`config.mk`:
```
export PLATFORM = sky130hd
export DESIGN_NAME = ov7670_stream_gen_flat
export DESIGN_NICKNAME = d
export VERILOG_FILES = /design/src/rtl/ov7670_stream_gen_if.sv /design/src/rtl/ov7670_stream_gen.sv /design/src/flat_wrapper.sv
export SDC_FILE = /design/constraint.sdc
export NUM_CORES = 1
export LEC_CHECK = 0
export CAP_MARGIN = 20
export CORE_ASPECT_RATIO = 1.4
export CORE_MARGIN = 4
export CORE_UTILIZATION = 45
export CTS_CLUSTER_DIAMETER = 150
export CTS_CLUSTER_SIZE = 28
export DETAILED_ROUTE_END_ITERATION = 12
export RECOVER_POWER = 25
export SLEW_MARGIN = 20
export SYNTH_ARGS = -nofsm -noshare
export SYNTH_HDL_FRONTEND = slang
export SYNTH_SLANG_ARGS = --single-unit
```
`constraint.sdc`:
```
create_clock -name clk -period 6.8 [get_ports clk]
set_input_delay 1.02 -clock clk [delete_from_list [all_inputs] [get_ports clk]]
set_output_delay 1.02 -clock clk [all_outputs]
set_load 0.01 [all_outputs]
```
`src/rtl/ov7670_stream_gen_if.sv`:
```
// Camera-side pin bundle of the synthetic OV7670: pixel clock, syncs and data byte.
interface ov7670_stream_gen_if;
    logic       pclk;
    logic       vsync;
    logic       href;
    logic [7:0] data;

    modport master (output pclk, vsync, href, data);
    modport slave  (input  pclk, vsync, href, data);
endinterface

```
`src/rtl/ov7670_stream_gen.sv`:
```
// Synthetic OV7670 sensor: free-running pclk = clk/2, frame/line timing and
// deterministic test patterns. All camera outputs move only on the clk edge
// where pclk falls (one "tick" per pclk period), so they are stable at pclk rise.
module ov7670_stream_gen #(
    parameter int H_ACTIVE      = 320,
    parameter int V_ACTIVE      = 240,
    parameter int VSYNC_PCLKS   = 64,
    parameter int V_BACK_PCLKS  = 128,
    parameter int H_BLANK_PCLKS = 144,
    parameter int V_FRONT_PCLKS = 128
) (
    input  logic                       clk,
    input  logic                       rst_n,
    input  logic                       enable,
    input  logic [1:0]                 mode,
    ov7670_stream_gen_if.master        cam,
    output logic                       frame_start,
    output logic                       busy,
    output logic [7:0]                 frame_cnt
);
    typedef enum logic [2:0] {IDLE, VSYNC, V_BACK, LINE, H_BLANK, V_FRONT} state_t;

    // Terminal counts: a state with length N ends on the tick where cnt == N-1.
    localparam logic [15:0] VS_LAST = 16'(VSYNC_PCLKS - 1);
    localparam logic [15:0] VB_LAST = 16'(V_BACK_PCLKS - 1);
    localparam logic [15:0] LN_LAST = 16'(2 * H_ACTIVE - 1);
    localparam logic [15:0] HB_LAST = 16'(H_BLANK_PCLKS - 1);
    localparam logic [15:0] VF_LAST = 16'(V_FRONT_PCLKS - 1);
    localparam logic [9:0]  Y_LAST  = 10'(V_ACTIVE - 1);

    state_t      state_q, state_d;
    logic [15:0] cnt_q, cnt_d;
    logic [9:0]  y_q, y_d;
    logic [1:0]  mode_q;
    logic        pclk_q, tick, start_d;
    logic        vsync_q, href_q;
    logic [7:0]  data_q, data_d;
    logic [15:0] pix;

    // pclk is about to fall on this edge -> this is an update tick
    assign tick = pclk_q;

    function automatic logic [15:0] pixel(input logic [9:0] x, input logic [9:0] y,
                                          input logic [1:0] m, input logic [7:0] f);
        case (m)
            2'd0:    return {x[7:0], x[7:0]};
            2'd1:    return {y[7:0], y[7:0]};
            2'd2:    return (x[3] ^ y[3]) ? 16'hFFFF : 16'h0000;
            default: return {f, f};
        endcase
    endfunction

    // Next state: cnt counts ticks spent in the current state (bytes while in LINE)
    always_comb begin
        state_d = state_q;
        cnt_d   = cnt_q + 16'd1;
        y_d     = y_q;
        start_d = 1'b0;
        unique case (state_q)
            IDLE: begin
                cnt_d = '0;
                if (enable) begin
                    state_d = VSYNC;
                    start_d = 1'b1;
                    y_d     = '0;
                end
            end
            VSYNC:   if (cnt_q == VS_LAST) begin state_d = V_BACK; cnt_d = '0; end
            V_BACK:  if (cnt_q == VB_LAST) begin state_d = LINE;   cnt_d = '0; end
            LINE: if (cnt_q == LN_LAST) begin
                cnt_d   = '0;
                // last line skips the horizontal blank and goes straight to the front porch
                state_d = (y_q == Y_LAST) ? V_FRONT : H_BLANK;
            end
            H_BLANK: if (cnt_q == HB_LAST) begin
                cnt_d   = '0;
                state_d = LINE;
                y_d     = y_q + 10'd1;
            end
            V_FRONT: if (cnt_q == VF_LAST) begin
                cnt_d = '0;
                if (enable) begin
                    state_d = VSYNC;
                    start_d = 1'b1;
                    y_d     = '0;
                end else begin
                    state_d = IDLE;
                end
            end
            default: begin state_d = IDLE; cnt_d = '0; end
        endcase
    end

    // Byte for the position being entered; mode_q/frame_cnt were fixed at VSYNC rise
    always_comb begin
        pix    = pixel(cnt_d[10:1], y_d, mode_q, frame_cnt);
        data_d = 8'h00;
        if (state_d == LINE) data_d = cnt_d[0] ? pix[7:0] : pix[15:8];
    end

    // FSM state register, advanced once per pclk period
    always_ff @(posedge clk or negedge rst_n) begin
        if (!rst_n) begin
            state_q <= IDLE;
            cnt_q   <= '0;
            y_q     <= '0;
        end else if (tick) begin
            state_q <= state_d;
            cnt_q   <= cnt_d;
            y_q     <= y_d;
        end
    end

    // pclk divider, registered camera outputs and frame bookkeeping
    always_ff @(posedge clk or negedge rst_n) begin
        if (!rst_n) begin
            pclk_q      <= 1'b0;
            vsync_q     <= 1'b0;
            href_q      <= 1'b0;
            data_q      <= 8'h00;
            busy        <= 1'b0;
            frame_start <= 1'b0;
            frame_cnt   <= 8'h00;
            mode_q      <= 2'd0;
        end else begin
            pclk_q      <= ~pclk_q;
            frame_start <= 1'b0;
            if (tick) begin
                vsync_q     <= (state_d == VSYNC);
                href_q      <= (state_d == LINE);
                data_q      <= data_d;
                busy        <= (state_d != IDLE);
                frame_start <= start_d;
                if (start_d) begin
                    frame_cnt <= frame_cnt + 8'd1;
                    mode_q    <= mode;
                end
            end
        end
    end

    assign cam.pclk  = pclk_q;
    assign cam.vsync = vsync_q;
    assign cam.href  = href_q;
    assign cam.data  = data_q;
endmodule

```
`src/flat_wrapper.sv`:
```
// flat-port wrapper written by rule: the top's interface ports become plain ports
module ov7670_stream_gen_flat 
#(
    parameter int H_ACTIVE      = 320,
    parameter int V_ACTIVE      = 240,
    parameter int VSYNC_PCLKS   = 64,
    parameter int V_BACK_PCLKS  = 128,
    parameter int H_BLANK_PCLKS = 144,
    parameter int V_FRONT_PCLKS = 128
)
  (clk, rst_n, enable, mode, frame_start, busy, frame_cnt, cam_pclk, cam_vsync, cam_href, cam_data);
  ov7670_stream_gen_if cam_i ();
  input  logic clk;
  input  logic rst_n;
  input  logic enable;
  input  logic [1:0] mode;
  output logic frame_start;
  output logic busy;
  output logic [7:0] frame_cnt;
  output wire logic [$bits(cam_i.pclk)-1:0] cam_pclk;
  output wire logic [$bits(cam_i.vsync)-1:0] cam_vsync;
  output wire logic [$bits(cam_i.href)-1:0] cam_href;
  output wire logic [$bits(cam_i.data)-1:0] cam_data;
  assign cam_pclk = cam_i.pclk;
  assign cam_vsync = cam_i.vsync;
  assign cam_href = cam_i.href;
  assign cam_data = cam_i.data;
  ov7670_stream_gen #(.H_ACTIVE(H_ACTIVE), .V_ACTIVE(V_ACTIVE), .VSYNC_PCLKS(VSYNC_PCLKS), .V_BACK_PCLKS(V_BACK_PCLKS), .H_BLANK_PCLKS(H_BLANK_PCLKS), .V_FRONT_PCLKS(V_FRONT_PCLKS)) u_core (.clk(clk), .rst_n(rst_n), .enable(enable), .mode(mode), .cam(cam_i), .frame_start(frame_start), .busy(busy), .frame_cnt(frame_cnt));
endmodule
```
Word level (Yosys, flattened, before mapping)
Index checks and enable logic that the tools add are counted.
- register bits after elaboration: 52
- muxes and demuxes: 26
- reductions and logical operators: 7
- eq/ne operators: 16
- bitwise gates (word level): 2
- add/sub/neg operators: 3
- operators with widths (cell ; number):
    16-bit two-way mux ; 5
    16-bit case mux with 4 select lines ; 1
    16-bit case mux with 3 select lines ; 1
    10-bit two-way mux ; 3
    10-bit case mux with 3 select lines ; 1
    3-bit two-way mux ; 6
    3-bit case mux with 6 select lines ; 1
    16-bit by 1-bit adder with 16-bit output (second input constant) ; 1
    16-bit by 10-bit == test with 1-bit output (second input constant) ; 1
    16-bit by 6-bit == test with 1-bit output (second input constant) ; 1
    16-bit by 7-bit == test with 1-bit output (second input constant) ; 1
    16-bit by 8-bit == test with 1-bit output (second input constant) ; 1
    8-bit two-way mux ; 2
    10-bit by 1-bit adder with 10-bit output (second input constant) ; 1
    10-bit by 8-bit == test with 1-bit output (second input constant) ; 1
    3-bit by 2-bit == test with 1-bit output (second input constant) ; 3
    8-bit by 1-bit adder with 8-bit output (second input constant) ; 1
    3-bit by 1-bit == test with 1-bit output (second input constant) ; 2
    3-bit == test (second input constant) ; 2
    3-bit nonzero test ; 2
    1-bit two-way mux ; 5
    2-bit by 1-bit inequality test with 1-bit output (second input constant) ; 2
    4-bit AND reduction ; 1
    3-bit zero test ; 1
    8 further kinds ; 8

Longest topological paths before layout
- word-level depth: 8
- gate-level depth with buffers: 11
- mapped depth without buffers: 8

Worst setup path before layout
Ideal clock, no wire load.
- kind: register to register
- start: register u_core.cnt_q[0]
- end: register u_core.data_q[3], in the netlist u_core.cam.data[3]
- period minus slack after synthesis: 2797 ps
- stages on the path, launching flop included: 9
- library setup time: 101 ps
- arrival time: 2696 ps
- path slack: 4003 ps
- buffers on the path: 0
- cells stage by stage: dfrtp_1 > ha_1 > or4b_4 > nor4_4 > nor2_2 > o41ai_2 > mux2i_1 > nor2_1 > o32ai_1
- longest elaborated chain between the ends: 8
- elaborated cells on any way between the ends: 25
- RTL lines (element ; line ; source):
    from (decl) ; ov7670_stream_gen.sv:32 ; logic [15:0] cnt_q, cnt_d;
    from (signal assigned) ; ov7670_stream_gen.sv:109 ; cnt_q <= cnt_d;
    16-bit by 1-bit adder with 16-bit output (tied with other cells) ; ov7670_stream_gen.sv:56 ; cnt_d = cnt_q + 16'd1;
    16-bit two-way mux (tied with other cells) ; ov7670_stream_gen.sv:69, ov7670_stream_gen.sv:80 ;
    16-bit case mux with 4 select lines / 10-bit case mux with 3 select lines (equally long branches) ; ov7670_stream_gen.sv:59 ; unique case (state_q)
    1-bit bitwise XOR ; ov7670_stream_gen.sv:48 ; 2'd2: return (x[3] ^ y[3]) ? 16'hFFFF : 16'h0000;
    16-bit two-way mux ; ov7670_stream_gen.sv:48 ;
    16-bit case mux with 3 select lines ; ov7670_stream_gen.sv:45 ; case (m)
    8-bit two-way mux ; ov7670_stream_gen.sv:98 ; if (state_d == LINE) data_d = cnt_d[0] ? pix[7:0] : pix[15:8];
    8-bit two-way mux (*) ; ov7670_stream_gen.sv:98 ;
    to (signal assigned) ; ov7670_stream_gen.sv:131 ; data_q <= data_d;
    to (decl) ; ov7670_stream_gen.sv:37 ; logic [7:0] data_q, data_d;
Mark *: on every way between the ends. The rest lies on a longest branch, timed or not. The select of a mux whose other input is x is not followed.
A chain may end at the register's enable or synchronous reset.

==> run_results.csv <==
group,metric,value,unit
run_status,status,"finished, violations left",
run_status,violations,"max-capacitance violations, max-slew violations",
sta,finalSetupViolCount,0,
power_and_ir_drop,clkPwrFrac,37.8,%
route,drc,0,
grt,grt_antenna_before_repair,0,
clock_tree,htree_levels,2,
clock_tree,hold_buffers,0,
route,drt_pass1_iterations,4,
cells_and_area,post-route-util,52.0,%
clock_tree,cts_buffers,5,
route,num_vias,2948,
floorplan,core_area,7070,sq um
clock_tree,postCtsResizedCells,0,
sta,slew_viol_final,53,
logic_synthesis,syn_area,3330,sq um
logic_synthesis,syn_inst,381,
clock_tree,post-cts-setup-buffers,0,
placement,place_congestion,0.812,
route,ant_nets,0,
grt,track_usage,21.1,%
grt,grt_pass1_wl,14500,um
floorplan,core.rowCount,36,
logic_synthesis,synth-seq-cells,52,
power_and_ir_drop,vdd_drop_max,84.3,uV
clock_tree,root_buffer,"clkbuf_8",
cells_and_area,nets,395,
placement,hpwlAfterDp,6040,um
power_and_ir_drop,internal_power,0.395,mW
power_and_ir_drop,p_comb_share,1.8,%
sta,tightest_slew,2.83,ns
worst_setup_path,crit_buf_inv,2,
cells_and_area,most-common-layout-cells,"dfrtp_1, nand2_1, o21ai_0",
min_path,hp-class,"reg2reg",
worst_setup_path,cp_slowest_cell,"clkbuf_1",
cells_and_area,syn_to_final_growth,10.4,%
route,routed_wirelength,8660,um
logic_synthesis,synth_cell_types,61,
floorplan,die_area,8860,sq um
sta,tns,0,ns
power_and_ir_drop,power.density,139,nW/um^2
cells_and_area,fill_cells,684,
clock_tree,clock-sinks,52,
sta,fmax,303,MHz
floorplan,dieWidth,80.7,um
placement,dp_slack,3.47,ns
sta,hold_viol,0,
worst_setup_path,slowest_delay,1.99,ns
run,maxCapViolations,1,
cells_and_area,layout-drive-gt1-share,8.76,%
power_and_ir_drop,p_sw_share,22.8,%
power_and_ir_drop,p_leak,1.43,nW
worst_setup_path,cp_top_family,"buffers and inverters",
logic_synthesis,ys_warn_count,0,
worst_setup_path,path_max_fanout,52,
grt,grt_max_degree,53,
sta,rsz0062_at_grt,"no",
cells_and_area,seqCellArea,1300,sq um
clock_tree,clkTransAtPathRegs,0.11,ns
logic_synthesis,async_flop_share,100,%
sta,skew,0.0176,ns
sta,fin_crit,3.30,ns
power_and_ir_drop,seqPwrFrac,60.4,%
logic_synthesis,seq_area_frac_synth,39.1,%
clock_tree,clk_path_buf_depth,2,
placement,portBuffers,25,
grt,grt_pass1_vias,2916,
floorplan,io-pin-count,26,
sta,final.period_utilization,48.5,%
sta,fin_ws,3.50,ns
clock_tree,clk_latency,0.32,ns
cells_and_area,layout_commonest_cell,"dfrtp_1",
worst_setup_path,critical_path_class,"in2async",
worst_setup_path,worstPathArrival,3.12,ns
logic_synthesis,dominantRegCellSynth,"dfrtp_1",
floorplan,initial_utilization,47.1,%
floorplan,die_h,110,um
clock_tree,cts_tree,"done",
logic_synthesis,syn_nets,389,
worst_setup_path,critPathLaunchType,"input port",
route,vias_per_cell,6.10,
sta,slew_headroom,-88.4,%
logic_synthesis,synth_edf_count,0,
cells_and_area,diodes,0,
worst_setup_path,worstSetupEndpointType,"async pin",
route,drt_iter0_markers,167,
power_and_ir_drop,switching_power,0.117,mW
logic_synthesis,avgSynthCellArea,8.74,sq um
worst_setup_path,path_cells,"buf_2 -> clkbuf_1",
grt,grt_overflow,0,
cells_and_area,multi_input_area,1840,sq um
worst_setup_path,required,6.62,ns
route,wl_per_cell,17.9,um
-- metrics by stage --
step / power (mW) / instance area (sq um) / cells / hold WS (ns)
final: 0.511 / 3680 / 483 / 0.512
after global routing: 0.531 / 3680 / 483 / 0.533
after CTS: 0.518 / 3680 / 483 / 0.518
after detailed placement: 0.325 / 3580 / 475 / 0.502
after global placement: 0.325 / 3580 / 475 / 0.498
after floorplan: 0.316 / 3330 / 381 / 0.446
-- cells in the mapped netlist, drive strengths merged, types with 6 or more instances --
master,n,area [sq um]
and3,18,114
nor2b,7,43.8
dfrtp,52,1300
a31oi,9,56.3
nand4,12,75.1
nand3,8,40.0
o32ai,10,95.1
buf,11,71.3
mux2i,6,60.1
xnor2,12,105
nor3,7,35.0
clkbuf,18,67.6
a21oi,21,105
inv,13,48.8
o21ai,30,150
nor2,29,114
o31ai,7,52.6
nand2,37,141
-- final timing paths --
kind,start,to,slack (ns),cells after the start
min in group asynchronous,rst_n,u_core.y_q[5]$_DFFE_PN0P_,1.70,2
worst min register to register,u_core.y_q[9]$_DFFE_PN0P_,u_core.y_q[9]$_DFFE_PN0P_,0.51,1
worst min-delay path,u_core.y_q[9]$_DFFE_PN0P_,u_core.y_q[9]$_DFFE_PN0P_,0.51,1
worst max register to register,u_core.cnt_q[0]$_DFFE_PN0P_,u_core.cam.data[6]$_DFFE_PN0P_,3.51,8
max in group clk,u_core.cnt_q[0]$_DFFE_PN0P_,u_core.cam.data[6]$_DFFE_PN0P_,3.51,8
worst max-delay path,rst_n,u_core.cnt_q[4]$_DFFE_PN0P_,3.50,2
-- layout make-up --
cell class              instances  area share [%]
clock inverters                 2           0.374
flip-flops and latches         52            35.4
clock buffers                   6            2.25
well taps                      95            3.23
multi-input cells             286            50.1
repair buffers                 28            7.18
inverters                      14            1.43
-- routing by layer --
layer / part of all wire, % / GRT usage [%] / routed length (um) / up-vias
met2: 49 / 34.0 / 4210 / 75
met4: 4.0 / 10.4 / 349 / 0
met3: 3.7 / 2.62 / 322 / 18
li1: - / - / - / 1420
met1: 44 / 27.8 / 3780 / 1435
met5: 0 / 0 / 0 / -
-- cells by family (layout without fill, tap and decap cells) --
kind of cell,after synthesis,in the layout,share of synthesized area (%)
buffers and inverters,43,50,5.75
xor gates and xnor gates,15,15,3.95
and+or+nand+nor,152,152,25.6
adders and majority gates,3,3,1.13
AOI/OAI and AO/OA,107,107,21.7
muxes,9,9,2.82
DFF,52,52,39.1
-- sequential cells by signal (all words and copies together), names as in the netlist --
name	cells
u_core.cnt_q	16
u_core.y_q	10
u_core.cam.data	8
u_core.frame_cnt	8
u_core.state_q	3
u_core.mode_q	2
u_core.busy	1
u_core.cam.href	1
u_core.cam.pclk	1
u_core.cam.vsync	1
u_core.frame_start	1
-- power by group through the flow --
| stage | clock, mW | combinational (mW) | sequential, mW |
|---|---|---|---|
| global route | 0.211 | 0.0109 | 0.309 |
| floorplan | 0 | 0.00114 | 0.315 |
| global placement | 0 | 0.0101 | 0.315 |
| CTS | 0.199 | 0.0102 | 0.309 |
| detailed placement | 0 | 0.0101 | 0.315 |
| finish | 0.193 | 0.00922 | 0.309 |
(Power assumes the default switching activity.)
